<file path="src/rtl/demux2_stream.sv">
`timescale 1ns/1ps
// ---------------------------------------------------------------------------
// demux2_stream
// Registered 1-to-2 stream demultiplexer. One word per cycle is accepted on a
// valid/ready input and steered by S into a one-entry holding register for
// output 0 or output 1. Each output drains independently on its own
// valid/ready port, so a stalled output never blocks the other one.
//
// Ports
//   CLOCK           rising-edge clock
//   RESET           asynchronous active-low reset
//   S               destination select, sampled on accept
//   D[n-1:0]        input data word
//   VALID / READY   input handshake (READY is combinational)
//   Y0, VALID0      output 0 data / word present
//   READY0          output 0 downstream takes the word
//   Y1, VALID1      output 1 data / word present
//   READY1          output 1 downstream takes the word
//   COUNT0/COUNT1   words delivered per output, modulo 256
// ---------------------------------------------------------------------------
module demux2_stream #(
  parameter int n = 16
) (
  input  logic         CLOCK,
  input  logic         RESET,
  input  logic         S,
  input  logic [n-1:0] D,
  input  logic         VALID,
  output logic         READY,
  output logic [n-1:0] Y0,
  output logic         VALID0,
  input  logic         READY0,
  output logic [n-1:0] Y1,
  output logic         VALID1,
  input  logic         READY1,
  output logic [7:0]   COUNT0,
  output logic [7:0]   COUNT1
);

  typedef enum logic {
    ST_EMPTY = 1'b0,
    ST_FULL  = 1'b1
  } state_t;

  logic [1:0] w_valid;
  logic [1:0] w_out_ready;
  logic       w_sel_ready;
  logic       w_accept;

  assign w_out_ready = {READY1, READY0};

  // READY looks only at the output addressed by S. A FULL output can still
  // take a word when it drains in the same edge.
  assign w_sel_ready = S ? (!w_valid[1] | w_out_ready[1])
                         : (!w_valid[0] | w_out_ready[0]);
  assign READY       = RESET & w_sel_ready;
  assign w_accept    = VALID & READY;

  for (genvar gi = 0; gi < 2; gi++) begin : g_out
    state_t       r_state;
    logic [n-1:0] r_data;
    logic [7:0]   r_count;
    logic         w_fill;
    logic         w_drain;

    assign w_fill  = w_accept & (S == 1'(gi));
    assign w_drain = (r_state == ST_FULL) & w_out_ready[gi];

    always_ff @(posedge CLOCK or negedge RESET) begin
      if (!RESET) begin
        r_state <= ST_EMPTY;
        r_data  <= '0;
        r_count <= '0;
      end else begin
        if (w_drain) begin
          r_count <= r_count + 8'd1;
        end
        case (r_state)
          ST_EMPTY: begin
            if (w_fill) begin
              r_data  <= D;
              r_state <= ST_FULL;
            end
          end
          ST_FULL: begin
            // A fill while FULL only happens together with a drain, so the
            // register is simply reloaded and stays FULL.
            if (w_fill) begin
              r_data <= D;
            end else if (w_drain) begin
              r_state <= ST_EMPTY;
            end
          end
          default: r_state <= ST_EMPTY;
        endcase
      end
    end
  end

  assign w_valid[0] = (g_out[0].r_state == ST_FULL);
  assign w_valid[1] = (g_out[1].r_state == ST_FULL);

  assign VALID0 = w_valid[0];
  assign VALID1 = w_valid[1];
  assign Y0     = g_out[0].r_data;
  assign Y1     = g_out[1].r_data;
  assign COUNT0 = g_out[0].r_count;
  assign COUNT1 = g_out[1].r_count;

endmodule

</file>
<file path="config.mk">
export PLATFORM = sky130hd
export DESIGN_NAME = demux2_stream
export DESIGN_NICKNAME = d
export VERILOG_FILES = /design/src/rtl/demux2_stream.sv
export SDC_FILE = /design/constraint.sdc
export NUM_CORES = 1
export LEC_CHECK = 0
export BUFFER_PORTS_ARGS = -buffer_cell sky130_fd_sc_hd__buf_2
export CORE_UTILIZATION = 45
export CTS_CLUSTER_SIZE = 12
export DETAILED_ROUTE_END_ITERATION = 8
export GPL_ROUTABILITY_DRIVEN = 0
export PLACE_DENSITY = 0.74
export SETUP_SLACK_MARGIN = 0.1
export SYNTH_ARGS = -nofsm -noshare
export SYNTH_HDL_FRONTEND = slang
export SYNTH_SLANG_ARGS = --single-unit
export TNS_END_PERCENT = 20
</file>
<file path="constraint.sdc">
create_clock -name CLOCK -period 2.66 [get_ports CLOCK]
set_input_delay 0.399 -clock CLOCK [delete_from_list [all_inputs] [get_ports CLOCK]]
set_output_delay 0.399 -clock CLOCK [all_outputs]
set_load 0.03 [all_outputs]
</file>
-- After elaboration in Yosys (flattened, before gate mapping)
Index checks and enable logic that the tools add are counted.
- add/sub/neg operators: 2
- muxes and demuxes: 11
- bitwise operators: 11
- reduce and logical (&&, ||, !) cells: 2
- operators with widths (operator ; count):
    two-way mux 16 bit ; 2
    adder 8 x 1 -> 8 bit, second input constant ; 2
    two-way mux 1 bit ; 7
    bitwise AND 1 bit ; 6
    one-hot mux 1 bit (2 select lines) ; 2
    inverter 1 bit ; 3
    logical NOT 1 bit ; 2
    bitwise OR 1 bit ; 2
- flip-flop bits (word level): 50
- input bits: 22
- output and inout bits: 51
- word-level logic and storage cells: 32

-- Logic depth before layout (Yosys ltp)
Gate-level depths: netlist of run 1.
- word-level depth: 8
- gate-level depth with buffers: 5
- gate-level depth less buffers: 3

-- Worst setup path before layout of run 1
Ideal clock, no wire load.
- path type: register to register
- start: register g_out[0].r_state, in the netlist VALID0
- end: register g_out[0].r_data[10], in the netlist Y0[10]
- setup time: 125 ps
- arrival: 1455 ps
- data required time: 2535 ps
- slack: 1080 ps
- cell stages (with the launch flop): 5
- cells stage by stage: dfrtp_1 nand2b_2 nor3b_4 buf_6 mux2_2
- longest elaborated chain between the ends: 6
- ends and longest elaborated chain (element ; line ; source):
    from (decl) ; 60 ; state_t r_state;
    from (signal assigned) ; 71 ; r_state <= ST_EMPTY;
    from (signal assigned) ; 82 ; r_state <= ST_FULL;
    from (signal assigned) ; 91 ; r_state <= ST_EMPTY;
    logical NOT 1 bit ; 55 ; : (!w_valid[0] | w_out_ready[0]);
    bitwise OR 1 bit ; 55 ;
    two-way mux 1 bit ; 54 ; assign w_sel_ready = S ? (!w_valid[1] | w_out_ready[1])
    bitwise AND 1 bit ; 56 ; assign READY = RESET & w_sel_ready;
    bitwise AND 1 bit ; 57 ; assign w_accept = VALID & READY;
    bitwise AND 1 bit ; 66 ; assign w_fill = w_accept & (S == 1'(gi));
    to (signal assigned) ; 72 ; r_data <= '0;
    to (signal assigned) ; 81 ; r_data <= D;
    to (signal assigned) ; 89 ; r_data <= D;
    to (decl) ; 61 ; logic [n-1:0] r_data;
Every way passes these cells.
A chain may end at the register's enable or synchronous reset.

-- Worst setup path in the final report of run 1
- start: input port RESET
- end: register g_out[0].r_data[0], in the netlist Y0[0]
- longest elaborated chain between the ends: 3
- ends and longest elaborated chain (element ; line ; source):
    from (decl) ; 25 ; input logic RESET,
    bitwise AND 1 bit ; 56 ;
    bitwise AND 1 bit ; 57 ;
    bitwise AND 1 bit ; 66 ;
Every way passes these cells.

==> impl_summary.log, run 1 <==
INFO  metric post-cts-setup-buffer-count = 0
INFO  metric insertion_delay = around 0.29 ns
INFO  metric p_int = 1400 uW
INFO  metric syn_to_final_growth = 24.8%
INFO  metric timing.critical_path.fanout_max = 16
INFO  metric fp.coreArea = between 4000 and 5000 um^2
INFO  metric ys_seq_area_frac = 0.624
INFO  metric grt_max_degree = 42
INFO  metric post_synthesis_net_count = between 150 and 200
INFO  metric clock_sinks = 50
INFO  metric grt_overflow = 0
INFO  metric ant_nets = 0
INFO  metric async_flop_share = 1.00
INFO  metric period_minus_slack = about 2.3 ns
INFO  metric report.final.hold_viol_count = 0
INFO  metric power_density = 908 nW/um^2
INFO  metric cts.clk_slew.worst_paths = approximately 0.080 ns
INFO  metric cts-buffers-inserted = 5
INFO  metric synth.largest_area_cell = dfrtp_1
INFO  metric run_status = completed
INFO  metric switching_power_summed_over_all_nets = 868 uW
INFO  metric leakage = approximately 0.0012 uW
INFO  metric cts-htree-levels = 2
INFO  metric post_synth_num_cell_types = 22
INFO  metric max_freq = around 440 MHz
INFO  metric worst_slew_margin_rel = 0.466
INFO  metric multi_input_combinational_cell_area = a little over 700 um^2
INFO  metric seqCellArea = between 1000 and 1500 um^2
INFO  metric timing.hold.worst.class = in2reg
INFO  metric floorplan.die.width = 68.7 um
INFO  metric route.detailed.drc = 0
INFO  metric initial_core_util = 0.484
INFO  metric vias_in_the_first_global_route = 1179
INFO  metric start_kind = primary input
INFO  metric n_fill_cell = 350
INFO  metric dominantRegCellSynth = dfrtp_1
INFO  metric tightest_slew = about 0.80 ns
INFO  metric critical_path_end_type = flop
INFO  metric combPwrFrac = 0.347
INFO  metric postCtsHoldBufs = 1
INFO  metric peakVddDrop = 0.491 mV
INFO  metric antenna_found_initial = 0
INFO  metric pin_count = 73
INFO  metric cp_required = ~2.8 ns
INFO  metric post_drt_via_cell_ratio = around 4.9
INFO  metric path_buf_inv = 2
INFO  metric final.hold.worst_slack = approximately 0.34 ns
INFO  metric avgSynthCellArea = between 10 and 15 um^2
INFO  metric seq_power_share = 0.467
INFO  metric globalRouteTotalUtil = 0.167
INFO  metric drv.max_cap_violation_count = 0
INFO  metric drt_first_pass_iters = 2
INFO  metric core.rowCount = 23
INFO  metric synth_cells = between 100 and 150
INFO  metric grt_setup_unrepaired = false
INFO  metric drt-wirelength-per-cell = about 14 um
INFO  metric number_of_port_buffers = between 70 and 80
INFO  metric design.final.nets = ~240
INFO  metric fin_skew = around 0.0036 ns
INFO  metric yosys_register_bits = 50
INFO  metric synth_area = roughly 2000 um^2
INFO  metric cpMaxStageDelayCell = nor3b_4
INFO  metric crit_family = simple AND/OR/NAND/NOR gates
INFO  metric drive_gt1_frac = 0.547
INFO  metric power.share.clock = 0.186
INFO  metric die_height = between 60 and 70 um
INFO  metric cp_slowest_stage_delay = 0.69 ns
INFO  metric power.share.switching = 0.382
INFO  metric synth_top_cell_area_share = 0.624
INFO  metric hpwlAfterDp = roughly 2700 um
INFO  metric timing.setup.critical_path_class = in2reg
INFO  metric fin_crit_sh = 0.861
INFO  metric detail_route.wirelength = roughly 3600 um
INFO  metric buffer_cell_driving_the_clock_tree_root = clkbuf_8
INFO  metric cts_tree = built
INFO  metric setup_viol_count_final = 0
INFO  metric ys.warnings.count = 0
INFO  metric dieArea = roughly 4700 um^2
INFO  metric final_max_slew_viol_count = 0
INFO  metric timing.reg2reg.setup_slack = roughly 0.94 ns
INFO  metric arrival = ~2.5 ns
INFO  metric path_cells = dlygate4sd3_1 -> buf_2 -> nand2_1 -> nor3b_4 -> mux2_2
INFO  metric vias = approximately 1.3k
INFO  metric num_antenna_cells = 0
INFO  metric grt_pass1_wl = 5510 um
INFO  metric post_synth_main_area_contributors = dfrtp_1 (62%), mux2_2 (19%), xnor2_1 (3.9%), xor2_1 (2.2%), nand4_1 (1.9%)
INFO  metric clock_path_buffers = 2
INFO  metric drtIter0Drc = 31
INFO  metric number_of_enable_flip_flop_cells_after_synthesis = 0
INFO  metric totalNegativeSetupSlack = 0 ns
INFO  metric cts_repair_resize_count = 0
==> cells by family (layout without fill, tap and decap cells) <==
logic type	Yosys count	after routing	share of synthesized area
compound gates	1	1	0.00249
mux	35	35	0.196
flops	50	50	0.624
simple gates	29	29	0.0868
fa+ha+maj	2	2	0.0125
buf+inv	4	81	0.0169
xor+xnor	14	14	0.0612
==> metrics by stage <==
step                total power [uW]  area, um^2  std cells  worst slack [ns]   util
floorplan                       1610        2000        135              1.08      -
global placement                1860        2410        255             0.623  0.581
detailed placement              1870        2410        255             0.583  0.581
CTS                             2300        2500        262             0.334  0.604
global route                    2400        2500        262             0.216  0.604
finish                          2270        2500        262             0.369  0.604
==> synth_stat cells, types with 2 or more instances <==
| cell type | n |
|---|---|
| dfrtp_1 | 50 |
| mux2_2 | 34 |
| xnor2_1 | 9 |
| nand2_1 | 7 |
| nand4_1 | 6 |
| xor2_1 | 5 |
| and3_1 | 3 |
| and2_1 | 2 |
| buf_6 | 2 |
| ha_1 | 2 |
| nand3_1 | 2 |
| nor2b_1 | 2 |
| nor3_1 | 2 |
==> flip-flops by register name, summed over array words and instances, names as in the netlist <==
register and count:
Y1 16, VALID0 1, Y0 16, COUNT0 8, COUNT1 8, VALID1 1
==> cell type report <==
cell class,count,share of cell area
Clock buffer,6,0.0330
Multi-Input combinational cell,81,0.288
Sequential cell,50,0.500
Tap cell,50,0.0250
Timing Repair Buffer,75,0.154
==> routing by layer <==
metal / vias to the layer above / routed length, um / GRT usage
li1: 622 / - / -
met2: 36 / 1750 / 0.252
met4: 0 / 59 / 0.0842
met1: 615 / 1650 / 0.219
met5: - / 0 / 0
met3: 8 / 180 / 0.0444
==> power by group through the flow <==
stage | Combinational, uW | Clock, uW | Sequential [uW]
floorplan | 205 | 0 | 1410
global placement | 784 | 0 | 1070
detailed placement | 797 | 0 | 1070
CTS | 799 | 436 | 1060
global route | 842 | 469 | 1090
finish | 789 | 423 | 1060
==> placed cells by master (no fill, tap or decap) <==
| cell | Yosys | routed |
|---|---|---|
| dfrtp_1 | 50 | 50 |
| o21ai_0 | 1 | 1 |
| nand4_1 | 6 | 6 |
| and4_1 | 1 | 1 |
| ha_1 | 2 | 2 |
| xnor2_1 | 9 | 9 |
| nor2_1 | 1 | 1 |
| nor2b_1 | 2 | 2 |
| mux2i_1 | 1 | 1 |
| and2_1 | 2 | 2 |
| nand2_1 | 7 | 7 |
| dlygate4sd3_1 | 0 | 1 |
| nor3_1 | 2 | 2 |
| nand2b_2 | 1 | 1 |
| nor3b_4 | 1 | 1 |
| mux2_2 | 34 | 34 |
| nand2b_1 | 1 | 1 |
| and3_1 | 3 | 3 |
| xor2_1 | 5 | 5 |
| buf_4 | 1 | 2 |
| buf_2 | 0 | 72 |
| clkbuf_8 | 0 | 6 |
| nand3_1 | 2 | 2 |
==> path summary, 6_finish.rpt <==
| kind | to | start | cells past startpoint |
|---|---|---|---|
| hold reg to reg | COUNT0[7] | COUNT0[7] | 1 |
| setup reg to reg | Y0[0] | VALID0 | 3 |
| setup / recovery | Y0[0] | RESET | 5 |
| max in group asynchronous | COUNT1[0] | RESET | 3 |
| min in group asynchronous | VALID0 | RESET | 2 |
| hold / removal | Y1[3] | D[3] | 2 |
Note: power is estimated with default switching activity, not from simulation.
==> inputs of run 2 (changes only) <==
- BUFFER_PORTS_ARGS: -buffer_cell sky130_fd_sc_hd__buf_2 -> -buffer_cell sky130_fd_sc_hd__buf_4
- clock period: 2.66 -> 2.3 ns (I/O delays scaled with it)
==> run 2 against run 1 <==
  * Cell count increased by 1.5%
  * Setup slack got worse by 0.0073 ns
  * Clock skew increased by 0.0038 ns
  * Routed wire length increased by 11%
  * Critical path depth increased by 1
  * Total power increased by 27%
  * Global-route usage increased by 1.4 points
  * Via count increased by 3.6%
  * Sequential power increased by 17%
  * Sequential share of layout area decreased by 4.1 points
  * First-iteration DRC count increased to 2.5 times the previous value
  * Largest power group unchanged
==> impl_summary.log, run 2 (synthesized netlist as in run 1, its figures left out) <==
INFO  metric run_status = completed
INFO  metric antenna_found_initial = 0
INFO  metric hpwlAfterDp = about 3100 um
INFO  metric timing.hold.worst.class = in2reg
INFO  metric tightest_slew = ~0.42 ns
INFO  metric totalNegativeSetupSlack = 0 ns
INFO  metric arrival = 2.12 ns
INFO  metric timing.setup.critical_path_class = in2reg
INFO  metric setup_viol_count_final = 0
INFO  metric max_freq = between 500 and 600 MHz
INFO  metric fin_crit_sh = 0.843
INFO  metric grt_max_degree = 35
INFO  metric die_height = about 69 um
INFO  metric design.final.nets = between 200 and 250
INFO  metric timing.reg2reg.setup_slack = between 0.8 and 0.9 ns
INFO  metric final_cell_mix = buf_4 (76), dfrtp_1 (50), mux2_2 (34), xnor2_1 (9), nand2_1 (7)
INFO  metric post-cts-setup-buffer-count = 0
INFO  metric timing.rr.start = VALID0
INFO  metric layout.core_utilization = 0.657
INFO  metric initial_core_util = 0.484
INFO  metric stdcell_count = around 270
INFO  metric seqCellArea = ~1300 um^2
INFO  metric fp.coreArea = roughly 4100 um^2
INFO  metric drt-wirelength-per-cell = approximately 15 um
INFO  metric final_max_slew_viol_count = 0
INFO  metric number_of_port_buffers = 72
INFO  metric worstHoldEndpoint = Y1[9]
INFO  metric r2r.worst_path.cells = 4
INFO  metric post_drt_via_cell_ratio = 4.99
INFO  metric grt_overflow = 0
INFO  metric detail_route.wirelength = approximately 4100 um
INFO  metric cts.clk_slew.worst_paths = ~0.090 ns
INFO  metric worst_r2r_endpoint = Y0[1]
INFO  metric dieArea = roughly 4700 um^2
INFO  metric period_minus_slack = 1.94 ns
INFO  metric hold_path_startpoint = D[9]
INFO  metric power_density = approximately 1100 nW/um^2
INFO  metric buffer_cell_driving_the_clock_tree_root = clkbuf_8
INFO  metric place_worst_setup_slack = 0.614 ns
INFO  metric vias = approximately 1.3k
INFO  metric ant_nets = 0
INFO  metric clock_sinks = 50
INFO  metric place.detailed.instances = around 260
INFO  metric dpl_cell_area = ~2600 um^2
INFO  metric peakVddDrop = 0.603 mV
INFO  metric drtIter0Drc = 79
INFO  metric start_kind = primary input
INFO  metric route.detailed.drc = 0
INFO  metric n_fill_cell = between 300 and 400
INFO  metric drive_gt1_frac = 0.551
INFO  metric grt_pass1_wl = 6070 um
INFO  metric syn_to_final_growth = 35.9%
INFO  metric insertion_delay = around 0.3 ns
INFO  metric finish.instance_area = ~2700 um^2
INFO  metric report.final.hold_viol_count = 0
INFO  metric multi_input_combinational_cell_area = about 700 um^2
INFO  metric cts_repair_resize_count = 0
INFO  metric drt_first_pass_iters = 4
INFO  metric hold_depth = 2
INFO  metric critical_path.startpoint = RESET
INFO  metric worst_slew_margin_rel = 0.718
INFO  metric num_antenna_cells = 0
INFO  metric cts-buffers-inserted = 5
INFO  metric layout.cells.most_common = buf_4
INFO  metric postCtsHoldBufs = 1
INFO  metric cts_tree = built
INFO  metric clock_path_buffers = 2
INFO  metric cts-htree-levels = 2
INFO  metric fin_skew = between 0.007 and 0.008 ns
INFO  metric grt_setup_unrepaired = false
INFO  metric floorplan.die.width = 68.7 um
INFO  metric leakage = around 0.0013 uW
INFO  metric drv.max_cap_violation_count = 0
INFO  metric vias_in_the_first_global_route = roughly 1.3k
INFO  metric timing.critical_path.fanout_max = 20
INFO  metric pin_count = 73
INFO  metric final.setup.worst_slack = about 0.36 ns
INFO  metric globalRouteTotalUtil = 0.181
INFO  metric cp_required = around 2.5 ns
INFO  metric core.rowCount = 23
INFO  metric critical_path_end_type = flop
==> run 2: metrics by stage <==
| stage | power (uW) | hold slack (ns) |
|---|---|---|
| detailed placement | 2310 | 0.230 |
| global route | 3040 | 0.267 |
| CTS | 2920 | 0.274 |
| floorplan | 1860 | 0.0494 |
| global placement | 2280 | 0.221 |
| finish | 2890 | 0.285 |
==> run 2: worst max-delay path by stage <==
stage | cells past startpoint | to | slack, ns
floorplan | 4 | Y0[10] | 0.72
global placement | 5 | Y0[3] | 0.67
detailed placement | 5 | Y0[9] | 0.61
CTS | 6 | Y0[0] | 0.35
global route | 6 | Y0[0] | 0.26
finish | 6 | Y0[1] | 0.36
==> run 2: layout make-up <==
type,count,share of cell area
clock buffers,6,0.0266
clock inverters,2,0.0138
multi-input cells,81,0.264
flip-flops and latches,50,0.459
well taps,50,0.0230
repair buffers,77,0.213
==> run 2: routing by layer <==
metal / vias to the layer above / part of all wire / track usage
li1: 624 / - / -
met1: 654 / 0.42 / 0.224
met2: 44 / 0.52 / 0.303
met3: 5 / 0.052 / 0.0411
met4: 0 / 0.013 / 0.0765
met5: - / 0 / 0
==> run 2: power breakdown <==
part	leakage, uW	internal (uW)	switching (uW)
clock	0.0000514	324	275
combinational	0.000649	440	607
sequential	0.000614	1070	165
total	0.00132	1840	1050
==> run 2: worst max-delay path, stage by stage <==
cell and delay (ns):
dlygate4sd3_1 0.55, buf_4 0.27, nand2_1 0.15, nor3b_4 0.18, buf_4 0.26, mux2_2 0.36
